[src/rtl/mannix_mem_read_client.sv]
// Memory-farm read client: splits a byte-range job into line-sized read
// requests, one outstanding at a time. Returned lines are buffered in a
// two-entry first-word-fall-through FIFO for the consumer. A watchdog
// aborts the job if the memory farm stops answering.
module mannix_mem_read_client #(
   parameter int ADDR_WIDTH = 19,
   parameter int LINE_BYTES = 32,
   parameter int LEN_WIDTH  = 16,
   parameter int TIMEOUT    = 1024
) (
   input  logic                  clk,
   input  logic                  rst,
   input  logic                  start,
   input  logic [ADDR_WIDTH-1:0] start_addr,
   input  logic [LEN_WIDTH-1:0]  total_bytes,
   output logic                  busy,
   output logic                  done,
   output logic                  timeout_err,
   output logic                  mem_req,
   output logic [ADDR_WIDTH-1:0] mem_start_addr,
   output logic [4:0]            mem_size_bytes,
   input  logic                  mem_valid,
   input  logic [255:0]          mem_data,
   output logic                  out_valid,
   input  logic                  out_ready,
   output logic [255:0]          out_data,
   output logic [5:0]            out_bytes,
   output logic                  out_last
);

   localparam int WD_WIDTH = $clog2(TIMEOUT + 1);

   typedef enum logic [1:0] {
      IDLE  = 2'd0,
      REQ   = 2'd1,
      DRAIN = 2'd2,
      ERR   = 2'd3
   } state_t;

   state_t                state_reg;
   logic [ADDR_WIDTH-1:0] addr_reg;
   logic [LEN_WIDTH-1:0]  remaining_reg;
   logic [WD_WIDTH-1:0]   wd_cnt_reg;

   // Output FIFO storage and control
   logic [255:0] fifo_data_reg  [2];
   logic [5:0]   fifo_bytes_reg [2];
   logic         fifo_last_reg  [2];
   logic         wr_ptr_reg;
   logic         rd_ptr_reg;
   logic [1:0]   count_reg;

   logic [5:0] chunk;
   logic       chunk_last;
   logic       accept;
   logic       pop;
   logic       wd_fire;
   logic       fifo_empty;
   logic       fifo_full;

   // Size of the next line request: whole line, or whatever is left
   always_comb begin
      chunk = 6'(LINE_BYTES);
      if (remaining_reg < LEN_WIDTH'(LINE_BYTES)) begin
         chunk = remaining_reg[5:0];
      end
   end

   assign chunk_last = (remaining_reg == LEN_WIDTH'(chunk));
   // A response only counts while our request is up; stray mem_valid is ignored
   assign accept     = mem_req && mem_valid;
   assign fifo_empty = (count_reg == 2'd0);
   assign fifo_full  = (count_reg == 2'd2);
   assign pop        = !fifo_empty && out_ready;
   // Watchdog fires on the cycle that would make TIMEOUT cycles of unanswered request
   assign wd_fire    = mem_req && !mem_valid && (wd_cnt_reg == WD_WIDTH'(TIMEOUT - 1));

   // Consumer view of the FIFO head; quiet zeros when empty
   assign out_valid = !fifo_empty;
   assign out_data  = fifo_empty ? '0    : fifo_data_reg[rd_ptr_reg];
   assign out_bytes = fifo_empty ? 6'd0  : fifo_bytes_reg[rd_ptr_reg];
   assign out_last  = fifo_empty ? 1'b0  : fifo_last_reg[rd_ptr_reg];

   // FIFO entry storage: each slot captures the returned line when it is the write target
   genvar gi;
   generate
      for (gi = 0; gi < 2; gi++) begin : g_entry
         always_ff @(posedge clk) begin
            if (!rst && !wd_fire && accept && (wr_ptr_reg == 1'(gi))) begin
               fifo_data_reg[gi]  <= mem_data;
               fifo_bytes_reg[gi] <= chunk;
               fifo_last_reg[gi]  <= chunk_last;
            end
         end
      end
   endgenerate

   // FIFO pointers and occupancy; a watchdog abort discards everything buffered
   always_ff @(posedge clk) begin
      if (rst || wd_fire) begin
         wr_ptr_reg <= 1'b0;
         rd_ptr_reg <= 1'b0;
         count_reg  <= 2'd0;
      end else begin
         if (accept) begin
            wr_ptr_reg <= ~wr_ptr_reg;
         end
         if (pop) begin
            rd_ptr_reg <= ~rd_ptr_reg;
         end
         case ({accept, pop})
            2'b10:   count_reg <= count_reg + 2'd1;
            2'b01:   count_reg <= count_reg - 2'd1;
            default: count_reg <= count_reg;
         endcase
      end
   end

   // Job sequencer: request issue, address/length bookkeeping, watchdog and status
   always_ff @(posedge clk) begin
      if (rst) begin
         state_reg      <= IDLE;
         addr_reg       <= '0;
         remaining_reg  <= '0;
         wd_cnt_reg     <= '0;
         busy           <= 1'b0;
         done           <= 1'b0;
         timeout_err    <= 1'b0;
         mem_req        <= 1'b0;
         mem_start_addr <= '0;
         mem_size_bytes <= 5'd0;
      end else begin
         done <= 1'b0;

         // Count only cycles spent waiting on an unanswered request
         if (mem_req && !accept) begin
            wd_cnt_reg <= wd_cnt_reg + WD_WIDTH'(1);
         end else begin
            wd_cnt_reg <= '0;
         end

         case (state_reg)
            IDLE: begin
               if (start) begin
                  if (total_bytes != '0) begin
                     addr_reg      <= start_addr;
                     remaining_reg <= total_bytes;
                     busy          <= 1'b1;
                     state_reg     <= REQ;
                  end else begin
                     done <= 1'b1;
                  end
               end
            end

            REQ: begin
               if (mem_req) begin
                  if (accept) begin
                     mem_req       <= 1'b0;
                     addr_reg      <= addr_reg + ADDR_WIDTH'(chunk);
                     remaining_reg <= remaining_reg - LEN_WIDTH'(chunk);
                     if (chunk_last) begin
                        state_reg <= DRAIN;
                     end
                  end else if (wd_fire) begin
                     mem_req     <= 1'b0;
                     timeout_err <= 1'b1;
                     state_reg   <= ERR;
                  end
               end else if (!fifo_full) begin
                  // Address and size are frozen here until the line comes back
                  mem_req        <= 1'b1;
                  mem_start_addr <= addr_reg;
                  mem_size_bytes <= 5'(chunk - 6'd1);
               end
            end

            DRAIN: begin
               if (pop && (count_reg == 2'd1)) begin
                  done      <= 1'b1;
                  busy      <= 1'b0;
                  state_reg <= IDLE;
               end
            end

            default: begin
               // ERR: parked with busy held until reset
               busy <= 1'b1;
            end
         endcase
      end
   end

endmodule
[config.mk]
export PLATFORM = sky130hd
export DESIGN_NAME = mannix_mem_read_client
export DESIGN_NICKNAME = d
export VERILOG_FILES = /design/src/rtl/mannix_mem_read_client.sv
export SDC_FILE = /design/constraint.sdc
export NUM_CORES = 1
export LEC_CHECK = 0
export CAP_MARGIN = 15
export CORE_ASPECT_RATIO = 1.75
export CORE_MARGIN = 5
export CORE_UTILIZATION = 45
export DETAILED_ROUTE_END_ITERATION = 10
export PLACE_DENSITY = 0.74
export SYNTH_ARGS = -nofsm -noshare
export SYNTH_HDL_FRONTEND = slang
export SYNTH_SLANG_ARGS = --single-unit
[constraint.sdc]
create_clock -name clk -period 30.9 [get_ports clk]
set_clock_uncertainty 0.1 [all_clocks]
set_input_delay 7.725 -clock clk [delete_from_list [all_inputs] [get_ports clk]]
set_output_delay 7.725 -clock clk [all_outputs]
set_load 0.02 [all_outputs]
==> qor.yml, run 1 <==
status:
  status: "finished, final reports clean"
layout:
  final_cells: 2963
  stdcell_area_um2: 32100
  fillers: 4074
  final_nets: 2530
  final_common_cell: "clkdlybuf4s50_1"
  largest_reg_flops: 512
  drive_gt1_share_pct: 5.04
  mostFrequentLayoutCells: "clkdlybuf4s50_1, edfxtp_1, nor2_1"
  syn_to_final_growth_pct: 34.2
clock_network:
  numCtsBuffers: 51
  cts_resized: 0
  clk_latency_ns: 0.58
  clockBufferDepth: 3
  cts_setup_buffers: 0
  cts_tree: "yes"
  root_buffer: "clkbuf_16"
  clock-sinks: 607
  clk_pin_slew_ns: 0.07
  cts-htree-levels: 2
  ctsHoldBuffers: 0
job:
  maxCapViolations: 0
setup_path:
  reg2reg_depth: 12
  critPathKind: "reg -> out"
  r2r_end: "addr_reg[18]"
  crit_slowest_cell: "dfxtp_4"
  worst-path-buf-inv: 2
  reg2reg_slack_ns: 26.48
  start_kind: "flip-flop"
  required_ns: 23.08
  r2r-start: "remaining_reg[11]"
  worst_setup_path_end_kind: "primary output"
  slowest_delay_ns: 0.99
  crit_fanout: 147
  cp_cell_sequence: "buf_12, mux2i_1, nor2_1, clkdlybuf4s50_1"
  arrival_ns: 3.90
  worst_path_dominant_cell_family: "buffers and inverters"
synth:
  yosysWarnings: 0
  synth_cell_type_count: 63
  synthCells: 1658
  ys.flop_type: "edfxtp_1"
  avgSynthCellArea_um2: 14.4
  syn-num-nets: 1967
  synthArstFlopShare_pct: 0
  synth_edf_count: 526
  synth_seq_area_share_pct: 72.9
  ys_ff_latch: 607
  netlist_area_um2: 23900
sta:
  fin_crit_sh_pct: 38.0
  hold_viol_final: 0
  grt_setup_unrepaired: "no"
  max_freq_mhz: 85.3
  finalSetupTns_ns: 0
  maxSlewHeadroom_pct: 1.07
  fin_crit_ns: 11.73
  tightest_slew_ns: 1.48
  slew_viol_final: 0
  finalSetupViolCount: 0
  worst_slack_ns: 19.17
placement:
  post-place-ws_ns: 19.92
  dp_hpwl_um: 46400
  io_buffers: 587
  dp.cells: 2846
  place_area_um2: 30400
  place_congestion: 0.859
worst_hold_path:
  hold_class: "reg -> reg"
  hold_start: "wd_cnt_reg[0]"
  hold_end: "wd_cnt_reg[0]"
  min_path_cells: 1
global_routing:
  grt_max_degree: 148
  gr-total-overflow: 0
  busiest_layer: "met2"
  grt_usage_pct: 21.6
  grt_pass1_vias: 16276
  antenna_found_initial: 22
  use_met2_pct: 37.7
  grt_pass1_wl_um: 96200
  use_met1_pct: 24.1
  gr-usage-met3_pct: 4.85
floorplan:
  start_util_pct: 45.5
  die_w_um: 184
  row_count: 111
  die_h_um: 315
  die_area_um2: 58000
  core_um2: 52500
  io_pins: 588
routing:
  drc: 0
  drt_iter0_markers: 1020
  routed_via_density: 5.28
  drt_first_pass_iters: 5
  via_count: 15652
  wl_per_cell_um: 21.9
  wl_um: 65000
  final_antenna_net_count: 0
power:
  cellPowerDensity_nw_per_um2: 79.6
  total_power_w: 0.00255
  vdd_drop_max_v: 0.0000657
  p_leak_nw: 10.3
==> worst register-to-register path, stage by stage (launching register included) <==
cell	delay, ns
dfxtp_1	0.40
or4_4	0.61
nor4_4	0.73
and2_1	0.33
ha_1	0.25
inv_1	0.07
fa_1	0.38
nor2b_1	0.21
o21a_1	0.16
nor2_1	0.05
o31a_1	0.30
or3_1	0.37
a311o_1	0.35
==> routing by layer <==
metal,wire [µm],vias to the layer above
met5,0,-
met4,3790,0
met3,4520,150
met2,34200,652
met1,22500,7590
li1,-,7260
==> layout make-up <==
type | count | area [µm²] | area share [%]
sequential | 607 | 17400 | 54.3
tap | 678 | 848 | 2.65
antenna | 22 | 55.1 | 0.172
inverter | 14 | 52.6 | 0.164
clock inverter | 33 | 253 | 0.788
clock buffer | 62 | 1330 | 4.14
multi-input combinational | 941 | 6090 | 19.0
timing repair buffer | 606 | 6030 | 18.8
==> logic make-up after synthesis <==
logic type               share of synthesized area [%]
other                                           0.0157
AND/OR/NAND/NOR                                   8.95
XOR/XNOR                                         0.660
multiplexers                                      11.1
AO/OA/AOI/OAI                                     3.83
buffers and inverters                             1.78
adder cells (fa/ha/maj)                          0.754
flip-flops                                        72.9
==> worst max path at each step <==
stage | startpoint | to | slack [ns] | cells after the start
2_1_floorplan | rst | fifo_bytes_reg[1][0] | 2.36 | 3
3_3_place_gp | flip-flop | out_data[57] | 19.97 | 4
3_5_place_dp | mem_valid | fifo_data_reg[1][130] | 19.92 | 5
4_1_cts | flip-flop | out_data[57] | 19.29 | 4
5_1_grt | flip-flop | out_data[57] | 19.15 | 4
6_report | flip-flop | out_data[88] | 19.17 | 4
==> power by group <==
part | leakage, nW | switching [W] | internal [W]
logic | 4.16 | 0.000559 | 0.000434
clock network | 0.779 | 0.000285 | 0.000333
registers | 5.41 | 0.0000272 | 0.000916
total | 10.3 | 0.000872 | 0.00168
==> Yosys cell counts (11+ instances only) <==
library cell  count  share of area, %
mux2i_1         266                11
nand2_1          79               1.2
nand3_1          14              0.29
nor2_1          325               5.1
clkbuf_1         69               1.1
inv_1            11              0.17
ha_1             12              0.63
a211oi_1         14              0.44
dfxtp_1          81               6.8
buf_1            23              0.36
a21oi_1          47              0.98
edfxtp_1        526                66
nor3_1           32              0.67
==> per-stage QoR <==
stage / hold slack [ns] / utilization (%)
detailed placement: 0.345 / 58.0
floorplan: 0.318 / -
finish: 0.357 / 61.1
CTS: 0.355 / 61.0
global placement: 0.328 / 58.0
global route: 0.389 / 61.1
No activity file was read; power rests on OpenSTA's default activity.
==> run 2, diff against run 1 <==
==> constraint.sdc (replaced) <==
create_clock -name clk -period 11.2 [get_ports clk]
set_clock_uncertainty 0.1 [all_clocks]
set_input_delay 2.8 -clock clk [delete_from_list [all_inputs] [get_ports clk]]
set_output_delay 2.8 -clock clk [all_outputs]
set_load 0.02 [all_outputs]
==> run 2 against run 1 <==
Cell count shrank 0.13%. Largest cell class unchanged. First-iteration DRC count shrank 7.7%. Sequential share of layout area shrank 0.13 points. Hold slack lost 0.0033 ns. Global-route usage shrank 0.27 points. Register-to-register slack lost 20 ns. Clock-buffer cell count grew 9. Sequential power grew to 2.8 times the previous value. Non-clock buffer count grew 1. Final area grew 0.23%. Wire length shrank 1.2%. Via count shrank 0.27%.
==> qor.yml, run 2 (synthesis results as in run 1) <==
setup_path:
  reg2reg_slack_ns: 6.83
  start_kind: "flip-flop"
  worst_setup_path_end_kind: "primary output"
  arrival_ns: 3.51
  r2r_end: "addr_reg[18]"
  critPathKind: "reg -> out"
  required_ns: 8.30
  worstSetupEndpoint: "out_data[44]"
  reg2reg_depth: 12
  crit_fanout: 63
  r2r-start: "remaining_reg[11]"
sta:
  grt_setup_unrepaired: "no"
  finalSetupTns_ns: 0
  slew_viol_final: 0
  maxSlewHeadroom_pct: 27.5
  hold_viol_final: 0
  max_freq_mhz: 156
  fin_crit_ns: 6.41
  tightest_slew_ns: 1.09
  finalSetupViolCount: 0
  fin_crit_sh_pct: 57.3
global_routing:
  grt_usage_pct: 21.4
  grt_pass1_vias: 16389
  grt_pass1_wl_um: 96300
  grt_max_degree: 125
  gr-total-overflow: 0
  antenna_found_initial: 14
layout:
  final_nets: 2532
  mostFrequentLayoutCells: "clkdlybuf4s50_1, edfxtp_1, nor2_1"
  largest_reg_flops: 512
  final_cells: 2959
  syn_to_final_growth_pct: 34.5
  drive_gt1_share_pct: 4.72
  final_common_cell: "clkdlybuf4s50_1"
  fillers: 3988
clock_network:
  numCtsBuffers: 52
  cts_setup_buffers: 0
  cts_resized: 0
  cts-htree-levels: 2
  clk_pin_slew_ns: 0.07
  cts_tree: "yes"
  ctsHoldBuffers: 0
  root_buffer: "clkbuf_16"
  clk_latency_ns: 0.58
  clockBufferDepth: 3
  clock-sinks: 607
job:
  maxCapViolations: 0
power:
  p_sw_share_pct: 34.0
  pwr-share-seq_pct: 36.5
  total_power_w: 0.00711
  power.internal_w: 0.00470
  switchingPower_w: 0.00242
  clockPowerShare_pct: 24.7
  vdd_drop_max_v: 0.000191
  cellPowerDensity_nw_per_um2: 221
  p_leak_nw: 10.4
  power_frac_comb_pct: 38.8
routing:
  route.top_layer_used: "met4"
  wl_met2_um: 34200
  wl_met1_um: 22200
  drt_first_pass_iters: 5
  final_antenna_net_count: 0
  wl_per_cell_um: 21.7
  via_count: 15610
  drt_iter0_markers: 941
  drc: 0
  routed_via_density: 5.28
  wl_met3_um: 4930
  wl_um: 64300
floorplan:
  die_w_um: 184
  row_count: 111
  io_pins: 588
  die_area_um2: 58000
  start_util_pct: 45.5
  core_um2: 52500
  die_h_um: 315
worst_hold_path:
  hold_start: "wd_cnt_reg[0]"
  hold_class: "reg -> reg"
placement:
  dp.cells: 2846
  dp_hpwl_um: 45000
  place_congestion: 0.864
  io_buffers: 587
status:
  status: "finished, final reports clean"
## run 2: changes by cell type in the layout (fill, tap and decap cells not counted), sizes merged
| cell | before | now |
|---|---|---|
| clkbuf | 62 | 71 |
| clkinv | 24 | 17 |
| diode | 22 | 15 |
| buf | 20 | 21 |
| bufinv | 3 | 4 |
| clkinvlp | 3 | 2 |
## run 2: metal layers
layer / up-vias / global-route usage, %
li1: 7258 / -
met1: 7566 / 23.4
met2: 641 / 38.1
met3: 145 / 5.47
met4: 0 / 10.3
met5: - / 0
## run 2: worst min path at each step
stage                         end  slack, ns  depth (start not counted)
floorplan           wd_cnt_reg[0]       0.32                          1
global placement    wd_cnt_reg[0]       0.33                          1
detailed placement  wd_cnt_reg[0]       0.35                          1
CTS                 wd_cnt_reg[0]       0.36                          1
global route        wd_cnt_reg[0]       0.38                          1
finish              wd_cnt_reg[0]       0.35                          1
## run 2: area by class of cell
class                           instances  area (µm²)  area share, %
Multi-Input combinational cell        941        6100           19.0
Timing Repair Buffer                  607        6050           18.8
Clock inverter                         26         228          0.708
Clock buffer                           71        1410           4.37
Sequential cell                       607       17400           54.2
Inverter                               14        52.6          0.163
Tap cell                              678         848           2.64
Antenna cell                           15        37.5          0.117
## run 2: power by group through the flow
stage	Combinational, W	Clock, W	Sequential [W]
after floorplan	0.00149	0	0.00262
after global placement	0.00274	0	0.00264
after detailed placement	0.00276	0	0.00265
after CTS	0.00278	0.00180	0.00260
after global routing	0.00292	0.00190	0.00261
final	0.00276	0.00176	0.00260
## run 2: through the flow
stage	area [µm²]	utilization, %	hold WS, ns	worst slack (ns)
after global placement	30400	58.0	0.326	5.08
final	32100	61.2	0.353	4.79
after CTS	32100	61.1	0.357	4.62
after detailed placement	30400	58.0	0.346	5.03
after floorplan	23900	-	0.318	0.719
after global routing	32100	61.2	0.379	4.54
## run 2: critical path, cell delays in order (launching register included)
cell and delay, ns:
dfxtp_4 0.91, buf_4 0.92, mux2i_1 0.18, nor2_1 0.12
clkdlybuf4s50_1 0.67
